$ cat src/rtl/alu_pkg.sv
// Shared types for the multi-cycle ALU: op codes, FSM states
// and the single-cycle op classifier.
package alu_pkg;

    typedef enum logic [3:0] {
        ALU_ZERO = 4'd0,
        ALU_ADD  = 4'd1,
        ALU_SUB  = 4'd2,
        ALU_SLT  = 4'd3,
        ALU_SLTU = 4'd4,
        ALU_AND  = 4'd5,
        ALU_OR   = 4'd6,
        ALU_XOR  = 4'd7,
        ALU_SLL  = 4'd8,
        ALU_SRL  = 4'd9,
        ALU_SRA  = 4'd10,
        ALU_MUL  = 4'd11
    } alu_op_e;

    typedef enum logic [1:0] {
        IDLE  = 2'd0,
        SHIFT = 2'd1,
        MUL   = 2'd2,
        DONE  = 2'd3
    } alu_state_e;

    function automatic logic is_single_cycle(input alu_op_e op);
        return !(op inside {ALU_SLL, ALU_SRL, ALU_SRA, ALU_MUL});
    endfunction

endpackage

$ cat src/rtl/alu_comb.sv
// Combinational part of the ALU: ops 0-7, everything else yields 0.
// Ports: op (alu_op_e), x/y operands, res result.
module alu_comb
    import alu_pkg::*;
#(
    parameter int WIDTH = 32
) (
    input  alu_op_e          op,
    input  logic [WIDTH-1:0] x,
    input  logic [WIDTH-1:0] y,
    output logic [WIDTH-1:0] res
);

    always_comb begin
        res = '0;
        case (op)
            ALU_ADD:  res = x + y;
            ALU_SUB:  res = x - y;
            // True signed compare, immune to x-y overflow
            ALU_SLT:  res = {{(WIDTH-1){1'b0}}, $signed(x) < $signed(y)};
            ALU_SLTU: res = {{(WIDTH-1){1'b0}}, x < y};
            ALU_AND:  res = x & y;
            ALU_OR:   res = x | y;
            ALU_XOR:  res = x ^ y;
            default:  res = '0;
        endcase
    end

endmodule

$ cat src/rtl/alu_mc.sv
// Multi-cycle ALU with valid/ready on both sides. Shifts iterate
// one bit per cycle, MUL is a WIDTH-cycle radix-2 shift-add.
// Ports: clk, rst_n (async, active-low); in_valid/in_ready, op, x, y
// request side; out_valid/out_ready, out, zero result side.
module alu_mc
    import alu_pkg::*;
#(
    parameter int WIDTH = 32
) (
    input  logic             clk,
    input  logic             rst_n,
    input  logic             in_valid,
    output logic             in_ready,
    input  alu_op_e          op,
    input  logic [WIDTH-1:0] x,
    input  logic [WIDTH-1:0] y,
    output logic             out_valid,
    input  logic             out_ready,
    output logic [WIDTH-1:0] out,
    output logic             zero
);

    localparam int SHW = $clog2(WIDTH);

    alu_state_e       r_state;
    alu_op_e          r_op;
    logic [WIDTH-1:0] r_a;
    logic [WIDTH-1:0] r_b;
    logic [WIDTH-1:0] r_acc;
    logic [SHW-1:0]   r_cnt;
    logic [WIDTH-1:0] r_out;
    logic             r_zero;
    logic             r_valid;

    logic [WIDTH-1:0] w_comb;
    logic [SHW-1:0]   w_shamt;
    logic [WIDTH-1:0] w_sh_x;
    logic [WIDTH-1:0] w_sh_r;
    logic [WIDTH-1:0] w_acc_nx;

    function automatic logic [WIDTH-1:0] sh1(
        input alu_op_e          o,
        input logic [WIDTH-1:0] v
    );
        case (o)
            ALU_SLL: return {v[WIDTH-2:0], 1'b0};
            ALU_SRA: return {v[WIDTH-1], v[WIDTH-1:1]};
            default: return {1'b0, v[WIDTH-1:1]};
        endcase
    endfunction

    alu_comb #(.WIDTH(WIDTH)) u_comb (
        .op  (op),
        .x   (x),
        .y   (y),
        .res (w_comb)
    );

    assign w_shamt  = y[SHW-1:0];
    // First shift / multiply step is done in the accept cycle so that
    // the total latency is shamt (resp. WIDTH) cycles.
    assign w_sh_x   = sh1(op, x);
    assign w_sh_r   = sh1(r_op, r_a);
    assign w_acc_nx = r_acc + (r_b[0] ? r_a : '0);

    assign in_ready  = (r_state == IDLE);
    assign out_valid = r_valid;
    assign out       = r_out;
    assign zero      = r_zero;

    always_ff @(posedge clk or negedge rst_n) begin
        if (!rst_n) begin
            r_state <= IDLE;
            r_op    <= ALU_ZERO;
            r_a     <= '0;
            r_b     <= '0;
            r_acc   <= '0;
            r_cnt   <= '0;
            r_out   <= '0;
            r_zero  <= 1'b0;
            r_valid <= 1'b0;
        end else begin
            case (r_state)
                IDLE: if (in_valid) begin
                    r_op <= op;
                    if (is_single_cycle(op)) begin
                        r_out   <= w_comb;
                        r_zero  <= (w_comb == '0);
                        r_valid <= 1'b1;
                        r_state <= DONE;
                    end else if (op == ALU_MUL) begin
                        r_acc   <= y[0] ? x : '0;
                        r_a     <= x << 1;
                        r_b     <= y >> 1;
                        r_cnt   <= SHW'(WIDTH - 1);
                        r_state <= MUL;
                    end else if (w_shamt == '0) begin
                        r_out   <= x;
                        r_zero  <= (x == '0);
                        r_valid <= 1'b1;
                        r_state <= DONE;
                    end else if (w_shamt == SHW'(1)) begin
                        r_out   <= w_sh_x;
                        r_zero  <= (w_sh_x == '0);
                        r_valid <= 1'b1;
                        r_state <= DONE;
                    end else begin
                        r_a     <= w_sh_x;
                        r_cnt   <= w_shamt - SHW'(1);
                        r_state <= SHIFT;
                    end
                end
                SHIFT: begin
                    r_a   <= w_sh_r;
                    r_cnt <= r_cnt - SHW'(1);
                    if (r_cnt == SHW'(1)) begin
                        r_out   <= w_sh_r;
                        r_zero  <= (w_sh_r == '0);
                        r_valid <= 1'b1;
                        r_state <= DONE;
                    end
                end
                MUL: begin
                    r_acc <= w_acc_nx;
                    r_a   <= r_a << 1;
                    r_b   <= r_b >> 1;
                    r_cnt <= r_cnt - SHW'(1);
                    if (r_cnt == SHW'(1)) begin
                        r_out   <= w_acc_nx;
                        r_zero  <= (w_acc_nx == '0);
                        r_valid <= 1'b1;
                        r_state <= DONE;
                    end
                end
                DONE: if (out_ready) begin
                    r_valid <= 1'b0;
                    r_zero  <= 1'b0;
                    r_state <= IDLE;
                end
                default: r_state <= IDLE;
            endcase
        end
    end

endmodule

$ cat config.mk
export PLATFORM = sky130hd
export DESIGN_NAME = alu_mc
export DESIGN_NICKNAME = d
export VERILOG_FILES = /design/src/rtl/alu_pkg.sv /design/src/rtl/alu_comb.sv /design/src/rtl/alu_mc.sv
export SDC_FILE = /design/constraint.sdc
export NUM_CORES = 1
export LEC_CHECK = 0
export ABC_AREA = 1
export CORE_AREA = 2 2 204 306
export CTS_CLUSTER_DIAMETER = 30
export DETAILED_ROUTE_END_ITERATION = 16
export DIE_AREA = 0 0 206 308
export HOLD_SLACK_MARGIN = 0.1
export PLACE_DENSITY_LB_ADDON = 0.25
export SYNTH_ARGS = -nofsm -noshare
export SYNTH_HDL_FRONTEND = slang
export SYNTH_SLANG_ARGS = --single-unit
$ cat constraint.sdc
create_clock -name clk -period 3 [get_ports clk]
set_input_delay 0.45 -clock clk [delete_from_list [all_inputs] [get_ports clk]]
set_output_delay 0.45 -clock clk [all_outputs]
set_load 0.01 [all_outputs]
==> run metrics <==
status=finished with violations; violated checks=negative setup slack; antenna violations before repair=0; highest layer used for signal routing=met4; number of CTS-inserted buffers=17; FMAX=328 MHz; category of the worst setup path launch point=input port; per-cell via count in the routed design=5.04; floorplan die area=63,400 um2; Seq cells post-synth=140; root cell of the clock tree=sky130_fd_sc_hd__clkbuf_16; DRT Wirelength=88.9 mm; most common flop cell mapped by yosys=sky130_fd_sc_hd__dfrtp_1; stage delay of the slowest cell on the critical path=0.53 ns; gp weighted congestion=1.00; maximum ir drop on the vdd rail=0.617 mV; number of enable flip-flop cells after synthesis=0; clock transition at the registers of the reported paths=0.07 ns; class of the worst hold path=flip-flop to flip-flop; total congestion overflow after global routing=0; cell count after placement=4,577; number of iterations in the first detailed-routing pass=6; Routed met3 length=3.04 mm; crit share post-route=1.02; HPWL reported at the end of detailed placement=72.5 mm; DR vias=23,414; post-synthesis async set-or-reset flop share=1.00; most common library cell in the layout ignoring fill and taps=sky130_fd_sc_hd__nand2_1; final hold vios=0; I/O pin count=107; H-tree level count=4; mean post-synth cell area=5.78 um2; Crit Path Category=input port to flip-flop; CP required=3.39 ns; number of distinct library cell variants in the gate-level netlist after synthesis=52; power per standard cell area=966 nW/um2; GRT Overall Usage=0.275; commonest non-fill, non-tap cells in the layout=sky130_fd_sc_hd__nand2_1 (864), sky130_fd_sc_hd__buf_4 (692), sky130_fd_sc_hd__inv_1 (425), sky130_fd_sc_hd__nor2_1 (230), sky130_fd_sc_hd__nand3_1 (203); instance count of the mapped netlist=3,117; die height=308 um; CP Data Arrival Time=3.44 ns; Area Overhead vs Synth=53.5%; Max transition margin=0.467; hold wc startpoint=out[3]$_DFFE_PN0P_; final layout net count=4,061; post-route worst setup slack=-0.0491 ns; TritonCTS sink count=140; count of input and output buffers=106; Worst-Skew Late Latency=0.46 ns; Pleak=14.4 nW; unrepaired setup endpoints after global routing=true; number of failing setup endpoints in the final timing report=1; first-pass GRT wire length=131 mm; critical path launch point=x[6]; vias in the first global route=22,999; clock tree buffer depth=2; Die X-Extent=206 um; Hold Slack=0.478 ns; Tightest Pin Transition=0.792 ns; startpoint of the worst register-to-register path=r_b[0]$_DFFE_PN0P_; per-cell routed wire length=19.1 um; Worst Path Max Fanout=7; sequential share of the synthesized area=0.194; Post-Synthesis Cell Area=18,000 um2; number of pins exceeding their max-slew limit in the final report=0; standard cell with the maximum stage delay on the critical path=sky130_fd_sc_hd__clkdlybuf4s50_1; initial core utilization=0.296; worst-case setup slack after placement=-0.930 ns; Core Box Area=60,800 um2; crit path capture type=flip-flop; CTS tree=yes; total of max-cap violations=0; layout cell share with drive strength beyond 1=0.304; detailed-route wire length on metal 1=33.7 mm; Post-Route Skew=0.0117 ns; Crit path top cell by count=sky130_fd_sc_hd__nand2_1; min Tclk post-route=3.05 ns; antenna-violating nets left=0; number of standard-cell rows in the floorplan=111; routed wl met2=44.6 mm; antenna diode count=0; ordered list of cells on the worst path=clkdlybuf4s50_1 > inv_1 > ha_4 > nand2_1 > inv_1 > nand2_1 > nand2_2 > inv_1 > nand2_2 > nand2_1 > nand2_2 > nand2_1 > nand3_1 > nand2_1 > nor2_2 > nand2_1 > nor2_1 > nand3_4 > nor2_4 > nand3_4 > nand2_1 > nor2_1 > nor2_1; final cell count without fillers=4,646; DRC Markers=0; Initial DRC Count=1,491; largest net degree at the start of global routing=82; end-of-flow core utilization=0.455; aggregate negative setup slack=-0.0491 ns; yosys warns=0; Syn Nets=3,336
## worst max-delay path: cells and delay by family
| family | cells | cell delay [ns] |
|---|---|---|
| AND/OR/NAND/NOR | 18 | 1.82 |
| adder cells (fa/ha/maj) | 1 | 0.34 |
| buffers and inverters | 4 | 0.81 |
## state kept, by name, indices dropped and copies added, names as in the netlist
name,flops
r_cnt,5
r_b,31
zero,1
r_a,32
r_acc,32
out_valid,1
out,32
r_state,2
r_op,4
## metal layers
| layer | vias up | track usage |
|---|---|---|
| met4 | 0 | 0.208 |
| met5 | - | 0 |
| li1 | 11524 | - |
| met1 | 10849 | 0.300 |
| met3 | 265 | 0.0197 |
| met2 | 776 | 0.492 |
## synthesized netlist by cell type, types with 9 or more instances
library cell	instances	share of area
sky130_fd_sc_hd__a21oi_1	188	0.052
sky130_fd_sc_hd__a22o_1	9	0.0044
sky130_fd_sc_hd__a31oi_1	51	0.018
sky130_fd_sc_hd__buf_1	10	0.0021
sky130_fd_sc_hd__buf_2	37	0.010
sky130_fd_sc_hd__buf_4	18	0.0075
sky130_fd_sc_hd__clkbuf_1	54	0.011
sky130_fd_sc_hd__dfrtp_1	140	0.19
sky130_fd_sc_hd__ha_1	144	0.10
sky130_fd_sc_hd__inv_1	450	0.094
sky130_fd_sc_hd__inv_2	15	0.0031
sky130_fd_sc_hd__nand2_1	978	0.20
sky130_fd_sc_hd__nand2_2	12	0.0042
sky130_fd_sc_hd__nand3_1	237	0.066
sky130_fd_sc_hd__nand3b_1	13	0.0054
sky130_fd_sc_hd__nand4_1	39	0.014
sky130_fd_sc_hd__nor2_1	297	0.062
sky130_fd_sc_hd__nor2_2	17	0.0059
sky130_fd_sc_hd__nor3_1	18	0.0050
sky130_fd_sc_hd__nor4_1	11	0.0038
sky130_fd_sc_hd__o211ai_1	23	0.0096
sky130_fd_sc_hd__o21ai_0	178	0.049
sky130_fd_sc_hd__o21ai_1	27	0.0075
sky130_fd_sc_hd__o21bai_1	11	0.0046
sky130_fd_sc_hd__o221ai_1	15	0.0073
sky130_fd_sc_hd__o22ai_1	45	0.016
sky130_fd_sc_hd__or2_2	9	0.0031
## path summary, 6_finish.rpt
| kind | end | slack, ns | depth (start not counted) |
|---|---|---|---|
| worst max-delay path | zero$_DFFE_PN0P_ | -0.05 | 23 |
| max in group asynchronous | r_acc[19]$_DFFE_PN0P_ | 1.55 | 3 |
| worst min register to register | out[3]$_DFFE_PN0P_ | 0.48 | 2 |
| worst max register to register | zero$_DFFE_PN0P_ | -0.02 | 22 |
| worst min-delay path | out[3]$_DFFE_PN0P_ | 0.48 | 2 |
| min in group asynchronous | r_b[28]$_DFFE_PN0P_ | 0.56 | 2 |
## cells by family (layout without fill, tap and decap cells)
family	after synthesis	in the layout	share of synthesized area
XOR/XNOR	11	11	0.00535
flip-flops	140	140	0.194
AO/OA/AOI/OAI	577	577	0.183
adder cells (fa/ha/maj)	147	147	0.103
buffers and inverters	594	1332	0.133
AND/OR/NAND/NOR	1648	1648	0.381
## final cells by class
cell class              count  area, um2
fillers                  6369      33200
multi-input cells        2383      13900
repair buffers            833       6860
flip-flops and latches    140       3500
inverters                 467       1750
well taps                 791        990
clock buffers              18        439
clock inverters            14        184
## where the power goes
| part | switching [mW] | total, mW | internal [mW] |
|---|---|---|---|
| clock network | 1.00 | 2.35 | 1.35 |
| logic | 11.6 | 20.7 | 9.15 |
| registers | 0.740 | 3.63 | 2.89 |
| total | 13.3 | 26.7 | 13.4 |
## metrics by stage
stage	power, mW	instance area, um2
2_1_floorplan	12.5	18000
3_3_place_gp	20.7	24900
3_5_place_dp	20.8	24900
4_1_cts	25.0	26700
5_1_grt	28.6	27700
6_report	26.7	27700
## timing repair
| item | 4_1_cts | 5_1_grt |
|---|---|---|
| pin swaps | 52 | 107 |
| hold endpoints to repair | 63 | 0 |
| hold buffers | 1 | 0 |
| resized for setup | 240 | 226 |
| buffers inserted | 10 | 26 |
| gates cloned | 1 | 1 |
| endpoints found under the setup margin | 14 | 20 |
Note: power is estimated with default switching activity, not from simulation.
